--- src/rtl/alu_multicycle.sv ---
// Multi-cycle ALU: one-cycle arithmetic/logic ops, iterative 1-bit-per-cycle LSL/LSR,
// valid/ready handshake on both sides. Optional NZCV flags under `ALU_MC_FLAGS_EN.

`ifndef ALU_ADD
`define ALU_ADD  4'd0
`define ALU_SUB  4'd1
`define ALU_AND  4'd2
`define ALU_OR   4'd3
`define ALU_LSL  4'd4
`define ALU_LSR  4'd5
`define ALU_PASS 4'd6
`define ALU_NONE 4'd15
`endif

module alu_multicycle #(
   parameter int DATA_W  = 64,
   parameter int SHAMT_W = 6
) (
   input  logic               clk,
   input  logic               rst,
   input  logic               in_valid,
   output logic               in_ready,
   input  logic [3:0]         alu_ctl,
   input  logic [DATA_W-1:0]  a,
   input  logic [DATA_W-1:0]  b,
   input  logic [SHAMT_W-1:0] shamt,
   output logic               out_valid,
   input  logic               out_ready,
   output logic [DATA_W-1:0]  result,
   output logic               zero
`ifdef ALU_MC_FLAGS_EN
   ,
   input  logic               set_flags,
   output logic [3:0]         flags
`endif
);

   typedef enum logic [1:0] {IDLE, SHIFT, DONE} state_t;

   state_t              state;
   logic [DATA_W-1:0]   shreg;
   logic [SHAMT_W-1:0]  cnt;
   logic                shl;
   logic [DATA_W-1:0]   alu_res;
   logic [DATA_W-1:0]   shift_next;
   logic                is_shift;

   assign in_ready = (state == IDLE);

   always_comb begin
      alu_res  = '0;
      is_shift = (alu_ctl == `ALU_LSL) || (alu_ctl == `ALU_LSR);
      case (alu_ctl)
         `ALU_ADD:  alu_res = a + b;
         `ALU_SUB:  alu_res = a - b;
         `ALU_AND:  alu_res = a & b;
         `ALU_OR:   alu_res = a | b;
         `ALU_LSL,
         `ALU_LSR:  alu_res = a;       // only reaches the result when shamt == 0
         `ALU_PASS: alu_res = b;
         default:   alu_res = '0;
      endcase
   end

   assign shift_next = shl ? {shreg[DATA_W-2:0], 1'b0} : {1'b0, shreg[DATA_W-1:1]};

`ifdef ALU_MC_FLAGS_EN
   logic [DATA_W:0] sum_w;
   logic [DATA_W:0] diff_w;
   logic            c_next;
   logic            v_next;
   logic            flag_op;

   always_comb begin
      sum_w   = {1'b0, a} + {1'b0, b};
      diff_w  = {1'b0, a} - {1'b0, b};
      c_next  = 1'b0;
      v_next  = 1'b0;
      flag_op = 1'b0;
      case (alu_ctl)
         `ALU_ADD: begin
            c_next  = sum_w[DATA_W];
            v_next  = (a[DATA_W-1] == b[DATA_W-1]) && (sum_w[DATA_W-1] != a[DATA_W-1]);
            flag_op = 1'b1;
         end
         `ALU_SUB: begin
            c_next  = ~diff_w[DATA_W];
            v_next  = (a[DATA_W-1] != b[DATA_W-1]) && (diff_w[DATA_W-1] != a[DATA_W-1]);
            flag_op = 1'b1;
         end
         `ALU_AND: flag_op = 1'b1;
         default:  flag_op = 1'b0;
      endcase
   end
`endif

   always_ff @(posedge clk or posedge rst) begin
      if (rst) begin
         state     <= IDLE;
         out_valid <= 1'b0;
         result    <= '0;
         zero      <= 1'b1;
         cnt       <= '0;
         shreg     <= '0;
         shl       <= 1'b0;
`ifdef ALU_MC_FLAGS_EN
         flags     <= 4'b0000;
`endif
      end else begin
         case (state)
            IDLE: begin
               if (in_valid) begin
                  if (is_shift && (shamt != '0)) begin
                     shreg <= a;
                     cnt   <= shamt;
                     shl   <= (alu_ctl == `ALU_LSL);
                     state <= SHIFT;
                  end else begin
                     result    <= alu_res;
                     zero      <= (alu_res == '0);
                     out_valid <= 1'b1;
                     state     <= DONE;
`ifdef ALU_MC_FLAGS_EN
                     if (set_flags && flag_op)
                        flags <= {alu_res[DATA_W-1], (alu_res == '0), c_next, v_next};
`endif
                  end
               end
            end
            SHIFT: begin
               shreg <= shift_next;
               cnt   <= cnt - SHAMT_W'(1);
               if (cnt == SHAMT_W'(1)) begin
                  result    <= shift_next;
                  zero      <= (shift_next == '0);
                  out_valid <= 1'b1;
                  state     <= DONE;
               end
            end
            DONE: begin
               if (out_ready) begin
                  out_valid <= 1'b0;
                  state     <= IDLE;
               end
            end
            default: state <= IDLE;
         endcase
      end
   end

endmodule

--- config.mk ---
export PLATFORM = sky130hd
export DESIGN_NAME = alu_multicycle
export DESIGN_NICKNAME = d
export VERILOG_FILES = /design/src/rtl/alu_multicycle.sv
export SDC_FILE = /design/constraint.sdc
export NUM_CORES = 1
export LEC_CHECK = 0
export CAP_MARGIN = 20
export CORE_MARGIN = 10
export CORE_UTILIZATION = 45
export DETAILED_ROUTE_END_ITERATION = 10
export GPL_TIMING_DRIVEN = 0
export HOLD_SLACK_MARGIN = 0.15
export PLACE_DENSITY = 0.76
export SYNTH_ARGS = -nofsm -noshare
export SYNTH_HDL_FRONTEND = slang
export SYNTH_SLANG_ARGS = --single-unit
--- constraint.sdc ---
create_clock -name clk -period 4.25 [get_ports clk]
set_input_delay 0.85 -clock clk [delete_from_list [all_inputs] [get_ports clk]]
set_output_delay 0.85 -clock clk [all_outputs]
set_load 0.02 [all_outputs]
* Word level (Yosys, flattened, before mapping)
Cells that the tools add are included. W data, S select, Z words.
Word-level totals: flip-flop bits (word level) 139, output and inout port bits 67, word-level logic and storage cells 67
Cells by class: bitwise gates (word level) 2, equal/unequal tests 14, muxes and demuxes 26, $add $sub $neg 3, reduce and logical (&&, ||, !) cells 15
Operators with widths (number):
- $mux W64 | 6
- $pmux W64 S6 | 1
- $pmux W64 S2 | 2
- $logic_not A64 Y1 | 2
- $add A64 B64 Y64 | 1
- $and A64 B64 Y64 | 1
- $or A64 B64 Y64 | 1
- $sub A64 B64 Y64 | 1
- $eq A4 B3 Y1 const B | 3
- $mux W6 | 2
- $pmux W6 S2 | 1
- $reduce_and A3 Y1 | 3
- $eq A4 B2 Y1 const B | 2
- $mux W2 | 4
- $ne A2 B2 Y1 const B | 4
- $mux W1 | 7
- $eq A6 B1 Y1 const B | 1
- $pmux W2 S3 | 1
- $reduce_bool A6 Y1 | 1
- $sub A6 B1 Y6 const B | 1
- $reduce_and A5 Y1 | 1
- $eq A4 B1 Y1 const B | 1
- $logic_not A4 Y1 | 1
- $reduce_and A4 Y1 | 1
- 11 further kinds | 11

* Depth between registers and ports, before layout
depth after elaboration 7, gate-level depth with buffers 25, depth with buffers taken out 24

* Worst setup path before layout
OpenSTA, ideal clock, no wires.
kind input port to flip-flop, start point input alu_ctl[2], end point register zero, path buffers 6, stages on the path 24, slack -1.890 ns, library setup time 0.086 ns, data arrival time 6.054 ns, cells stage by stage clkbuf_1 inv_1 nand2_1 clkbuf_1 clkbuf_1 buf_1 clkbuf_1 nor2_1 clkbuf_1 nor2_1 xnor2_1 ha_1 nand2b_1 a211o_1 a211oi_1 o21ai_1 and4b_1 or4_1 nor4_1 nand4b_1 nor4_1 nand4_1 nand2b_1 o31ai_2
On the way: word-level cells in the longest chain between the ends 7, elaborated cells between the ends (all ways) 17, classes of those cells eq/ne: 7; mux: 4; reduce/logical: 6
Ends and longest elaborated chain:
- from (decl) | RTL line 23 | input logic [3:0] alu_ctl,
- $eq A4 B3 Y1 | RTL line 53 | case (alu_ctl)
- $reduce_or A2 Y1 | RTL line 53
- $pmux W64 S6 | RTL line 53
- $logic_not A64 Y1 | RTL line 120 | zero <= (alu_res == '0);
- $mux W1 | RTL line 113 | if (is_shift && (shamt != '0)) begin
- $mux W1 | RTL line 112 | if (in_valid) begin
- $pmux W1 S2 | RTL line 110 | case (state)
- to (signal assigned) | RTL line 120
- to (signal assigned) | RTL line 135 | zero <= (shift_next == '0);
- to (decl) | RTL line 30 | output logic zero
Several ways; a longest one is shown, not always the timed one. The select of a mux whose other input is x is not followed. A chain may end at the register's enable or synchronous reset.

* Worst setup path in the final report
start point input b[23], end point register zero
On the way: word-level cells in the longest chain between the ends 6, elaborated cells between the ends (all ways) 9, classes of those cells add/sub: 2; mux: 4; bitwise: 2; reduce/logical: 1
Ends and longest elaborated chain:
- from (decl) | RTL line 25 | input logic [DATA_W-1:0] b,
- $sub A64 B64 Y64, or another cell as far along | RTL line 55 | `ALU_SUB: alu_res = a - b;
- $pmux W64 S6 * | RTL line 53
- $logic_not A64 Y1 * | RTL line 120
- $mux W1 * | RTL line 113
- $mux W1 * | RTL line 112
- $pmux W1 S2 * | RTL line 110
Every way passes the cells marked *; elsewhere a longest branch is shown, timed or not. The select of a mux whose other input is x is not followed.

==> metrics.md <==
| Metric | Value |
|---|---|
| Status | `complete, but fails checks` |
| Failing checks | `negative setup slack` |
| Layout Nets | `~2700` |
| Critical Path Sink Type | `flip-flop` |
| Most frequent cells after synthesis | `nand2_1 (270), a21oi_1 (246), o21ai_0 (238), nor2_1 (184), dfrtp_1 (138)` |
| Syn Nets | `2300` |
| Critical Path RT | `4.62 ns` |
| Area grow syn2layout | `53.4%` |
| Synth area leader | `dfrtp_1` |
| DP Wirelength | `67500 um` |
| Worst vdd ir | `386 uV` |
| Adder-cell share of the synthesized area | `0.0585` |
| Die W | `202 um` |
| Hold Path Stages | `1` |
| Async set or reset register ratio after synthesis | `1.00` |
| Die height | `202 um` |
| Ant diodes | `0` |
| Synthesized area | `0.0149 mm2` |
| Main synth FF type | `dfrtp_1` |
| Reg2Reg Depth | `7` |
| Global-route wire length before repair | `126000 um` |
| CTS root buffer | `clkbuf_16` |
| Min-delay src | `result[16]` |
| Synth Area in Simple Gates | `0.234` |
| Slew margin rel. | `0.290` |
| Largest net degree at the start of global routing | `43` |
| CTS tree | `yes` |
| Largest family of logic cells by synthesized area | `compound AO/OA/AOI/OAI gates` |
| Worst setup margin | `-1.40 ns` |
| Min Tclk post-route | `5.65 ns` |
| Final Max Tran Viols | `0` |
| Antenna violations before repair | `0` |
| Post-synthesis mux area share | `0.0249` |
| Syn avg cell area | `between 7 and 8 um2` |
| Pin slew with the least headroom to its limit | `between 1 and 1.5 ns` |
| CP Launch Type | `input port` |
| Final ANT Viol Nets | `0` |
| DIE AREA | `0.0408 mm2` |
| Gr usage total | `0.405` |
| Worst Path Max Fanout | `5` |
| Initial Util | `0.457` |
| GR Util met2 | `0.624` |
| Synth unique cells | `88` |
| Via count | `approximately 20000` |
| Synthesis-stage register bit count | `139` |
| Fill cells | `about 2600` |
| Sum of negative setup slack | `-28.69 ns` |
| Yosys top cell area share | `0.232` |
| Register clock-pin slew on the reported worst setup and hold paths | `0.07 ns` |
| GRT overflow | `0` |
| PwrDens | `about 430 mW/mm2` |
| Grt met1 use | `0.513` |
| R2R setup slack | `0.97 ns` |
| Top cells by area, synth | `dfrtp_1 (23%), a21oi_1 (8.3%), o21ai_0 (8.0%), nand2_1 (6.8%), ha_1 (5.7%)` |
| Place WS | `-3.14 ns` |
| Final Skew | `0.0117 ns` |
| Vias/cell | `6.94` |
| Hold violation count in the final report | `0` |
| Setup Viol. Count Final | `45` |
| Row Count | `66` |
| DRC Markers | `0` |
| EDFF count, synth | `0` |
| WS Path Type | `in -> reg` |
| IO Count | `209` |
| GRT busiest layer | `met2` |
| Sequential fraction of the synthesis area | `0.234` |
| Worst r2r dst | `zero` |
| Yosys warns | `0` |
| Compound-Gate Fraction of Synth Area | `0.340` |
| Max-cap violations | `0` |
| # hold bufs at CTS | `0` |
| Fmax | `0.177 GHz` |
| Worst Hold Class | `reg -> reg` |
| Htree depth | `4` |
| Clock sink total | `139` |
| CP arrival | `6.01 ns` |
| Reg2reg start | `shl` |
| Synth Instances | `~2100` |
| CTS Buf Count | `17` |
| RSZ-0062 raised after global routing | `yes` |
| Clock Latency Late Sink | `0.45 ns` |
| DRT Pass-1 Iters | `6` |
| Period utilization | `1.33` |
| Iteration-0 DRC Markers | `3250` |
| Hold EP | `result[16]` |
| Routability congestion estimate | `1.09` |
| Share of layout cells above drive strength 1 | `0.277` |
| Most common cell in the netlist | `nand2_1` |
| IO Port Bufs | `between 200 and 250` |
| Synth Area in XOR/XNOR | `0.0623` |
| Post-DR wirelength/cell | `30.3 um` |
| Maximum buffer depth of the clock tree | `2` |
| Vias in the first global route | `just under 20000` |
| Met3 Usage GRT | `0.0945` |
| Routed WL | `roughly 90000 um` |
| LEAKAGE | `8.95 nW` |
| Total core area | `approximately 0.033 mm2` |
layout make-up:
type / count / area [um2] / area share
buffer: 131 / 918 / 0.0402
clock buffer: 20 / 467 / 0.0204
clock inverter: 12 / 163 / 0.00712
inverter: 35 / 138 / 0.00602
multi-input combinational: 1768 / 13600 / 0.593
sequential: 139 / 3480 / 0.152
tap: 442 / 553 / 0.0242
timing repair buffer: 378 / 3580 / 0.157
state kept, by name (all words and copies together) (netlist names):
signal / cells
zero: 1
shl: 1
result: 64
out_valid: 1
state: 2
shreg: 64
cnt: 6
where the power goes:
| part | leakage [nW] | internal, mW | switching (mW) | total (mW) |
|---|---|---|---|---|
| clock | 0.303 | 0.976 | 0.635 | 1.61 |
| sequential | 1.76 | 1.93 | 0.648 | 2.57 |
| combinational | 6.89 | 2.19 | 3.37 | 5.55 |
| total | 8.95 | 5.09 | 4.65 | 9.74 |
metrics by stage:
stage	hold slack [ns]	cell area (um2)	utilization	power [mW]	std cells
after floorplan	0.449	15500	-	4.97	2089
after global placement	0.459	18200	0.557	6.97	2737
after detailed placement	0.465	18200	0.558	7.05	2740
after CTS	0.478	21500	0.659	9.17	2861
after global routing	0.499	22900	0.701	10.1	2925
final	0.477	22900	0.701	9.74	2925
cell usage in the layout, fill, tap and decap left out, types with 42 or more instances in the layout:
cell type / count
a21oi_1: 175
a21oi_2: 47
buf_4: 132
clkbuf_1: 75
clkdlybuf4s50_1: 172
dfrtp_1: 138
ha_1: 48
nand2_1: 239
nand4_1: 44
nor2_1: 152
o21ai_0: 151
o31ai_1: 47
xor2_1: 42
timing repair:
item / in CTS / in global routing
endpoints found under the setup margin: 63 / 56
gates cloned: 0 / 1
setup buffers: 103 / 67
gates resized for setup: 473 / 211
hold endpoints to repair: 0 / 0
pin swaps: 153 / 140
worst max-delay path, stage by stage:
cell      delay (ns)
buf_8           0.10
or4_4           0.55
or4_4           0.51
nor4b_4         0.35
buf_12          0.17
and2_4          0.23
a21oi_4         0.08
xnor2_2         0.15
ha_1            0.32
clkbuf_8        0.15
nand4_1         0.22
nor2_1          0.23
a22o_1          0.20
or3_1           0.14
a21oi_1         0.07
or4_4           0.56
nor4_4          0.20
nand4b_1        0.16
nor4_2          0.19
nand4_1         0.19
nand2b_4        0.19
o31ai_2         0.18
kinds of logic (layout without fill, tap and decap cells):
logic type | Yosys count | count (layout)
AOI/OAI and AO/OA | 827 | 827
and+or+nand+nor | 729 | 729
buffers and inverters | 182 | 576
DFF | 139 | 139
xor gates and xnor gates | 106 | 106
adders and majority gates | 69 | 69
muxes | 37 | 37
per-layer routing:
metal / vias up / share of wire
met4: 2 / 0.072
met5: - / 0.00076
met1: 9769 / 0.36
met3: 425 / 0.13
li1: 8473 / -
met2: 1625 / 0.43
worst max-delay path by stage:
stage / slack, ns / depth (start not counted) / startpoint / end
floorplan: -1.19 / 20 / b[22] / zero
global placement: -3.16 / 26 / alu_ctl[1] / zero
detailed placement: -3.14 / 26 / alu_ctl[1] / zero
CTS: -1.22 / 22 / b[23] / zero
global route: -1.54 / 21 / b[12] / zero
finish: -1.40 / 22 / b[23] / zero
Power figures use the tool's default switching activity.
